[src/rtl/fifo_stream_adapter.sv]
// Read-side FIFO consumer. It issues FIFO reads, absorbs the 1-cycle read latency and
// re-presents the words as a valid/ready stream through a 2-entry skid buffer.
module fifo_stream_adapter #(
   parameter int FIFO_WIDTH = 16,
   parameter int CNT_WIDTH  = 16
) (
   input  logic                  clk,
   input  logic                  rst_n,
   input  logic [FIFO_WIDTH-1:0] fifo_data_out,
   input  logic                  fifo_empty,
   output logic                  fifo_rd_en,
   input  logic                  flush,
   output logic [FIFO_WIDTH-1:0] m_data,
   output logic                  m_valid,
   input  logic                  m_ready,
   output logic [CNT_WIDTH-1:0]  rd_count,
   output logic                  busy
);

   logic [1:0]            occ;
   logic [1:0]            occ_post;
   logic                  pend;
   logic                  pop;
   logic [FIFO_WIDTH-1:0] slot0;
   logic [FIFO_WIDTH-1:0] slot1;
   logic [CNT_WIDTH-1:0]  cnt;

   assign m_valid  = (occ != 2'd0);
   assign m_data   = slot0;
   assign rd_count = cnt;
   assign busy     = m_valid | pend;
   assign pop      = m_valid & m_ready;

   // Occupancy after this cycle's pop; a pop only happens with occ>0, so no underflow.
   assign occ_post = occ - {1'b0, pop};

   // Reserve a slot for every word already in flight, so the skid can never overrun.
   assign fifo_rd_en = rst_n & ~fifo_empty & ~flush & ((occ_post + {1'b0, pend}) < 2'd2);

   always_ff @(posedge clk or negedge rst_n) begin
      if (!rst_n) begin
         occ   <= 2'd0;
         pend  <= 1'b0;
         slot0 <= '0;
         slot1 <= '0;
         cnt   <= '0;
      end else if (flush) begin
         occ  <= 2'd0;
         pend <= 1'b0;
      end else begin
         pend <= fifo_rd_en;
         occ  <= occ_post + {1'b0, pend};
         if (pop && occ == 2'd2)
            slot0 <= slot1;
         // Arrival lands in the first free slot once the pop has been applied.
         if (pend) begin
            if (occ_post == 2'd0)
               slot0 <= fifo_data_out;
            else
               slot1 <= fifo_data_out;
         end
         if (pop)
            cnt <= cnt + CNT_WIDTH'(1);
      end
   end

endmodule

[config.mk]
export PLATFORM = sky130hd
export DESIGN_NAME = fifo_stream_adapter
export DESIGN_NICKNAME = d
export VERILOG_FILES = /design/src/rtl/fifo_stream_adapter.sv
export SDC_FILE = /design/constraint.sdc
export NUM_CORES = 1
export LEC_CHECK = 0
export ABC_AREA = 1
export CAP_MARGIN = 10
export CORE_MARGIN = 5
export CORE_UTILIZATION = 30
export CTS_BUF_LIST = sky130_fd_sc_hd__clkbuf_8
export DETAILED_ROUTE_END_ITERATION = 7
export PLACE_DENSITY = 0.48
export SLEW_MARGIN = 20
export SYNTH_ARGS = -nofsm -noshare
export SYNTH_HDL_FRONTEND = slang
export SYNTH_SLANG_ARGS = --single-unit
[constraint.sdc]
create_clock -name clk -period 2.71 [get_ports clk]
set_clock_uncertainty 0.1 [all_clocks]
set_input_delay 0.542 -clock clk [delete_from_list [all_inputs] [get_ports clk]]
set_output_delay 0.542 -clock clk [all_outputs]
set_load 0.02 [all_outputs]
==> results_dict.tcl, run 1 <==
set metrics [dict create \
    antenna_found_initial 0 \
    cts.htree.levels 2 \
    power_mw 3.132 \
    die_area_sq_um 11150 \
    place_hpwl_um 4946 \
    power_frac_comb_pct 46.0 \
    first_iter_violations 81 \
    path_class "reg2out" \
    drive_gt1_share_pct 10.41 \
    die_w_um 105.6 \
    ys_ff_latch 51 \
    nFillCells 921 \
    synth_warnings 0 \
    grt-ovfl-total 0 \
    cts_made_buffers 5 \
    cpPeakStageDelay_ns 0.40 \
    postCtsHoldBufs 0 \
    cp-start-kind "flip-flop" \
    placementRows 34 \
    worst_hold_path_type "in2async" \
    netlist_area_sq_um 2740 \
    hold_viol 0 \
    synth_adder_area_share_pct 1.370 \
    vias_per_cell 4.585 \
    final_common_cell "nand2_1" \
    drt_wl_total_um 7175 \
    firstDrtPassIters 4 \
    cp-end-kind "primary output" \
    pwr-share-seq_pct 38.4 \
    crit_required_ns 2.07 \
    gp_congestion 0.7828 \
    cp.arrival_ns 1.91 \
    dr_total_vias 2389 \
    grt_pass1_vias 2470 \
    drt-wirelength-per-cell_um 13.77 \
    grt_use_total_pct 13.58 \
    pin_count 56 \
    grt_max_degree 53 \
    slowest_stage "dfrtp_1" \
    netSwitchingFraction_pct 39.50 \
    tns_ns 0 \
    clock_latency_ns 0.31 \
    ant_nets 0 \
    drc 0 \
    synth_nets 375 \
    synth.area.mux_share_pct 0 \
    die_h_um 105.6 \
    cap_violations 0 \
    post-route-min-period_ns 2.554 \
    cts_root_buf "clkbuf_8" \
    ir_worst_vdd_mv 0.4467 \
    port_buffers 55 \
    coreArea_sq_um 8806 \
    yosys.area_share.simple_pct 35.98 \
    path_cells "nor2_2 > nor2_1 > ha_1 > inv_1 > ha_2 > xor2_1 > and3_1 > buf_6" \
    internal_power_mw 1.895 \
    antennaDiodeCount 0 \
    finish.utilization_pct 40.10 \
    cts_tree "yes" \
    finalCritPeriodShare_pct 94.26 \
    syn_to_final_growth_pct 28.86 \
    clkPwrFrac_pct 15.5 \
    regArea_sq_um 1276 \
    synth_xor_area_share_pct 2.877 \
    worst_pin_slew_ns 0.6867 \
    avgSynthCellArea_sq_um 7.807 \
    synth_top_family_by_area "simple AND/OR/NAND/NOR gates" \
    nNetsFinal 436 \
    r2r_setup_slack_ns 0.68 \
    fmax_mhz 391.5 \
    p_switching_mw 1.237 \
    slew_viol_final 0 \
    p_leak_nw 1.726 \
    clockBufferDepth 2 \
    rsz0062_at_grt "no" \
    final_cell_mix "130 x nand2_1, 52 x clkdlybuf4s50_1, 51 x dfrtp_1, 36 x inv_1, 36 x nand3_1" \
    relSlewSlack_pct 54.22 \
    worstPathMaxFanout 2 \
    dpl-instance-area_sq_um 3418 \
    grt_pass1_wl_um 12440 \
    clk_pin_slew_worst_paths_ns 0.09 \
    cts.sinks 51 \
    setup_ws_ns 0.1556 \
    multi_input_area_sq_um 1227 \
    dp_slack_ns -0.5054 \
    synth_cell_types 28 \
    pwr_density_cell_nw_per_um2 887.1 \
    synthCells 351 \
    start_util_pct 31.12 \
    status "completed" \
    setup_viol 0 \
    design_area_sq_um 3531 \
    ys_seq_area_share_pct 46.58 \
    synth-compound-area-share_pct 4.384 \
]
==> state kept, by name (all words and copies together), names as in the netlist <==
register and flops:
m_data 16, pend 1, rd_count 16, slot1 16
occ 2
==> critical path: cells and delay by family, from the launching register on <==
kind,cells,cell delay (ns)
simple gates,3,0.39
fa+ha+maj,2,0.47
buf+inv,2,0.19
flops,1,0.40
xor+xnor,1,0.18
==> timing repair <==
action / CTS / global route
gates resized for setup: 8 / 1
pin swaps: 4 / 0
endpoints found under the setup margin: 1 / 1
buffers inserted: 1 / 0
==> synth_stat cells, drive strengths merged <==
| cell | instances | share of area (%) |
|---|---|---|
| and3 | 2 | 0.46 |
| buf | 12 | 3.1 |
| clkbuf | 2 | 0.27 |
| dfrtp | 51 | 47 |
| ha | 3 | 1.4 |
| inv | 39 | 5.4 |
| nand2 | 133 | 19 |
| nand3 | 40 | 8.6 |
| nand3b | 1 | 0.27 |
| nand4 | 20 | 4.6 |
| nor2 | 19 | 2.9 |
| nor3 | 1 | 0.37 |
| o21ai | 18 | 4.1 |
| o21bai | 1 | 0.27 |
| xnor2 | 5 | 1.6 |
| xor2 | 4 | 1.3 |
==> per-stage QoR <==
stage                     hold WS [ns]  std cells
after CTS                       0.3053        521
after floorplan                 0.1464        351
after detailed placement        0.3689        512
final                           0.2734        521
after global placement          0.3667        512
after global routing            0.3374        521
==> layout make-up <==
class / count / area share [%]
clock buffer: 7 / 2.729
clock inverter: 1 / 0.1063
inverter: 39 / 4.217
multi-input combinational: 247 / 34.76
sequential: 51 / 36.14
tap: 108 / 3.827
timing repair buffer: 68 / 18.21
==> cell families (layout without fill, tap and decap cells) <==
family,after synthesis,after routing
xor+xnor,9,9
fa+ha+maj,3,3
buf+inv,53,115
flops,51,51
compound gates,19,19
simple gates,216,216
==> metal layers <==
layer | up-vias | GRT usage [%] | wire (um)
li1 | 1243 | - | -
met1 | 1098 | 17.49 | 3402
met2 | 41 | 23.32 | 3385
met3 | 7 | 3.240 | 327
met4 | 0 | 2.775 | 59
met5 | - | 0 | 0
==> path summary, 6_finish.rpt <==
kind | from | to | depth (start not counted)
setup / recovery | occ[1]$_DFF_PN0_ | fifo_rd_en | 8
hold / removal | rst_n | m_data[10]$_DFFE_PN0N_ | 2
setup reg to reg | occ[1]$_DFF_PN0_ | m_data[3]$_DFFE_PN0N_ | 12
hold reg to reg | slot1[15]$_DFFE_PN0P_ | slot1[15]$_DFFE_PN0P_ | 2
max in group asynchronous | rst_n | slot1[3]$_DFFE_PN0P_ | 2
min in group clk | slot1[15]$_DFFE_PN0P_ | slot1[15]$_DFFE_PN0P_ | 2
==> power by group through the flow <==
stage / Combinational (mW) / Sequential, mW / Clock, mW
2_1_floorplan: 0.718 / 1.34 / 0
3_3_place_gp: 1.43 / 1.21 / 0
3_5_place_dp: 1.44 / 1.22 / 0
4_1_cts: 1.46 / 1.20 / 0.512
5_1_grt: 1.61 / 1.25 / 0.549
6_report: 1.44 / 1.20 / 0.487
No activity file was read; power rests on OpenSTA's default activity.
==> run 2: changes to the inputs <==
--- a/config.mk
+++ b/config.mk
@@ -11,7 +11,8 @@
 export CORE_UTILIZATION = 30
 export CTS_BUF_LIST = sky130_fd_sc_hd__clkbuf_8
 export DETAILED_ROUTE_END_ITERATION = 7
-export PLACE_DENSITY = 0.48
+export DONT_BUFFER_PORTS = 1
+export PLACE_DENSITY = 0.41
 export SLEW_MARGIN = 20
 export SYNTH_ARGS = -nofsm -noshare
 export SYNTH_HDL_FRONTEND = slang
==> run 2 against run 1 <==
- wire length fell by 0.31%
- critical path depth decreased by 1
- core utilization is 6.3 points lower
- combinational power is 39% lower
- via count fell by 7.2%
- global-route usage is 0.21 points lower
- fmax hardly changed
- clock-buffer cell count unchanged
- die area unchanged
- worst hold slack worse by 0.082 ns
- worst setup slack better by 0.00085 ns
==> results_dict.tcl, run 2 (synthesized netlist as in run 1, its figures left out) <==
set metrics [dict create \
    finalCritPeriodShare_pct 94.23 \
    setup_ws_ns 0.1565 \
    r2r_start "occ[1]$_DFF_PN0_" \
    hold_viol 0 \
    worstHoldStart "flush" \
    cts_tree "yes" \
    ant_nets 0 \
    reg2reg_depth 11 \
    ir_worst_vdd_mv 0.3106 \
    dpl-instance-area_sq_um 2820 \
    rr_endpoint "m_data[15]$_DFFE_PN0N_" \
    tns_ns 0 \
    slew_viol_final 0 \
    power_mw 2.756 \
    path_buf_inv 1 \
    crit_family "adder cells" \
    clock_latency_ns 0.30 \
    cts.sinks 51 \
    worstPathMaxFanout 3 \
    clk_pin_slew_worst_paths_ns 0.09 \
    cts_root_buf "clkbuf_8" \
    finish.utilization_pct 33.82 \
    firstDrtPassIters 4 \
    final_common_cell "nand2_1" \
    cp-start-kind "flip-flop" \
    syn_to_final_growth_pct 8.676 \
    vias_per_cell 4.811 \
    relSlewSlack_pct 73.63 \
    setup_viol 0 \
    antenna_found_initial 0 \
    dr_total_vias 2218 \
    r2r_setup_slack_ns 0.73 \
    drt_wl_total_um 7153 \
    hold_end "occ[0]$_DFF_PN0_" \
    placementRows 34 \
    cts_made_buffers 5 \
    cap_violations 0 \
    first_iter_violations 103 \
    post-route-min-period_ns 2.554 \
    rsz0062_at_grt "no" \
    die_w_um 105.6 \
    grt_use_total_pct 13.37 \
    grt_max_degree 52 \
    grt-ovfl-total 0 \
    drive_gt1_share_pct 9.915 \
    cp.arrival_ns 1.91 \
    drt-wirelength-per-cell_um 15.52 \
    antennaDiodeCount 0 \
    place_hpwl_um 4811 \
    worst_hold_path_type "in2reg" \
    slowest_stage "dfrtp_1" \
    final_cell_mix "130 x nand2_1, 51 x dfrtp_1, 36 x inv_1, 36 x nand3_1, 20 x nand4_1" \
    pin_count 56 \
    fmax_mhz 391.6 \
    cpPeakStageDelay_ns 0.39 \
    drc 0 \
    worst_pin_slew_ns 0.3952 \
    design_area_sq_um 2978 \
    grt_pass1_vias 2223 \
    dp_slack_ns 0.3231 \
    timing.hold.ws_ns 0.1918 \
    cts.htree.levels 2 \
    path_cells "nor2_1 > nor2_1 > ha_1 > inv_1 > ha_1 > xor2_2 > and3_4" \
    path_class "reg2out" \
    coreArea_sq_um 8806 \
    status "completed" \
    grt_pass1_wl_um 11830 \
    die_h_um 105.6 \
    final_cell_count_no_fill 461 \
    pwr_density_cell_nw_per_um2 925.4 \
    p_leak_nw 1.505 \
    gp_congestion 0.7314 \
    min_path_cells 1 \
    nNetsFinal 376 \
    post-place-cells 450 \
    start_util_pct 31.12 \
    clockBufferDepth 2 \
    cp-end-kind "primary output" \
    die_area_sq_um 11150 \
    crit_required_ns 2.07 \
    port_buffers 0 \
]
run 2: cell count changes in the layout (fill, tap and decap cells not counted), sizes merged:
cell and delta:
clkdlybuf4s50 -52, buf -8, dlygate4sd3 +1, dlygate4sd2 -1
run 2: metal layers:
| metal | global-route usage [%] | vias up | routed length [um] |
|---|---|---|---|
| li1 | - | 1123 | - |
| met1 | 17.70 | 1029 | 3224 |
| met2 | 21.54 | 59 | 3335 |
| met3 | 3.912 | 7 | 522 |
| met4 | 3.330 | 0 | 70 |
| met5 | 0 | - | 0 |
run 2: what timing repair did:
item	in CTS	in global routing
setup endpoints to repair	0	1
hold buffers	2	0
hold endpoints to repair	51	0
resized for setup	0	3
setup buffers	0	1
run 2: worst max-delay path by stage:
stage,start,endpoint,slack [ns],depth (start not counted)
CTS,occ[0]$_DFF_PN0_,fifo_rd_en,0.03,7
detailed placement,m_ready,fifo_rd_en,0.32,7
global placement,m_ready,fifo_rd_en,0.38,7
global route,occ[0]$_DFF_PN0_,fifo_rd_en,0.02,7
finish,occ[1]$_DFF_PN0_,fifo_rd_en,0.16,7
floorplan,m_ready,fifo_rd_en,0.06,9
run 2: power by group:
part,switching (mW),internal (mW)
combinational,0.553,0.329
clock,0.259,0.230
sequential,0.373,1.01
total,1.18,1.57
run 2: layout make-up:
| type | instances | area, sq um |
|---|---|---|
| timing repair buffer | 8 | 82.58 |
| multi-input combinational | 247 | 1235 |
| tap | 108 | 135.1 |
| sequential | 51 | 1276 |
| clock buffer | 7 | 96.34 |
| clock inverter | 1 | 3.754 |
| inverter | 39 | 148.9 |
| fill | 915 | 5828 |
run 2: worst reg2reg max path, stage by stage (launching register included):
cell     delay [ns]
dfrtp_1        0.39
nor2_1         0.14
nor2_1         0.06
ha_1           0.24
inv_1          0.06
nand2_1        0.08
nand2_4        0.09
nand3_4        0.23
inv_4          0.28
nand2_1        0.08
nand3_1        0.08
nand2_1        0.05
==> run 3: changes to the inputs <==
--- a/config.mk
+++ b/config.mk
@@ -6,7 +6,7 @@
 export NUM_CORES = 1
 export LEC_CHECK = 0
 export ABC_AREA = 1
-export CAP_MARGIN = 10
+export CAP_MARGIN = 20
 export CORE_MARGIN = 5
 export CORE_UTILIZATION = 30
 export CTS_BUF_LIST = sky130_fd_sc_hd__clkbuf_8
==> results of run 3 <==
The final DEF is identical to that of run 2; final timing and power are the same.
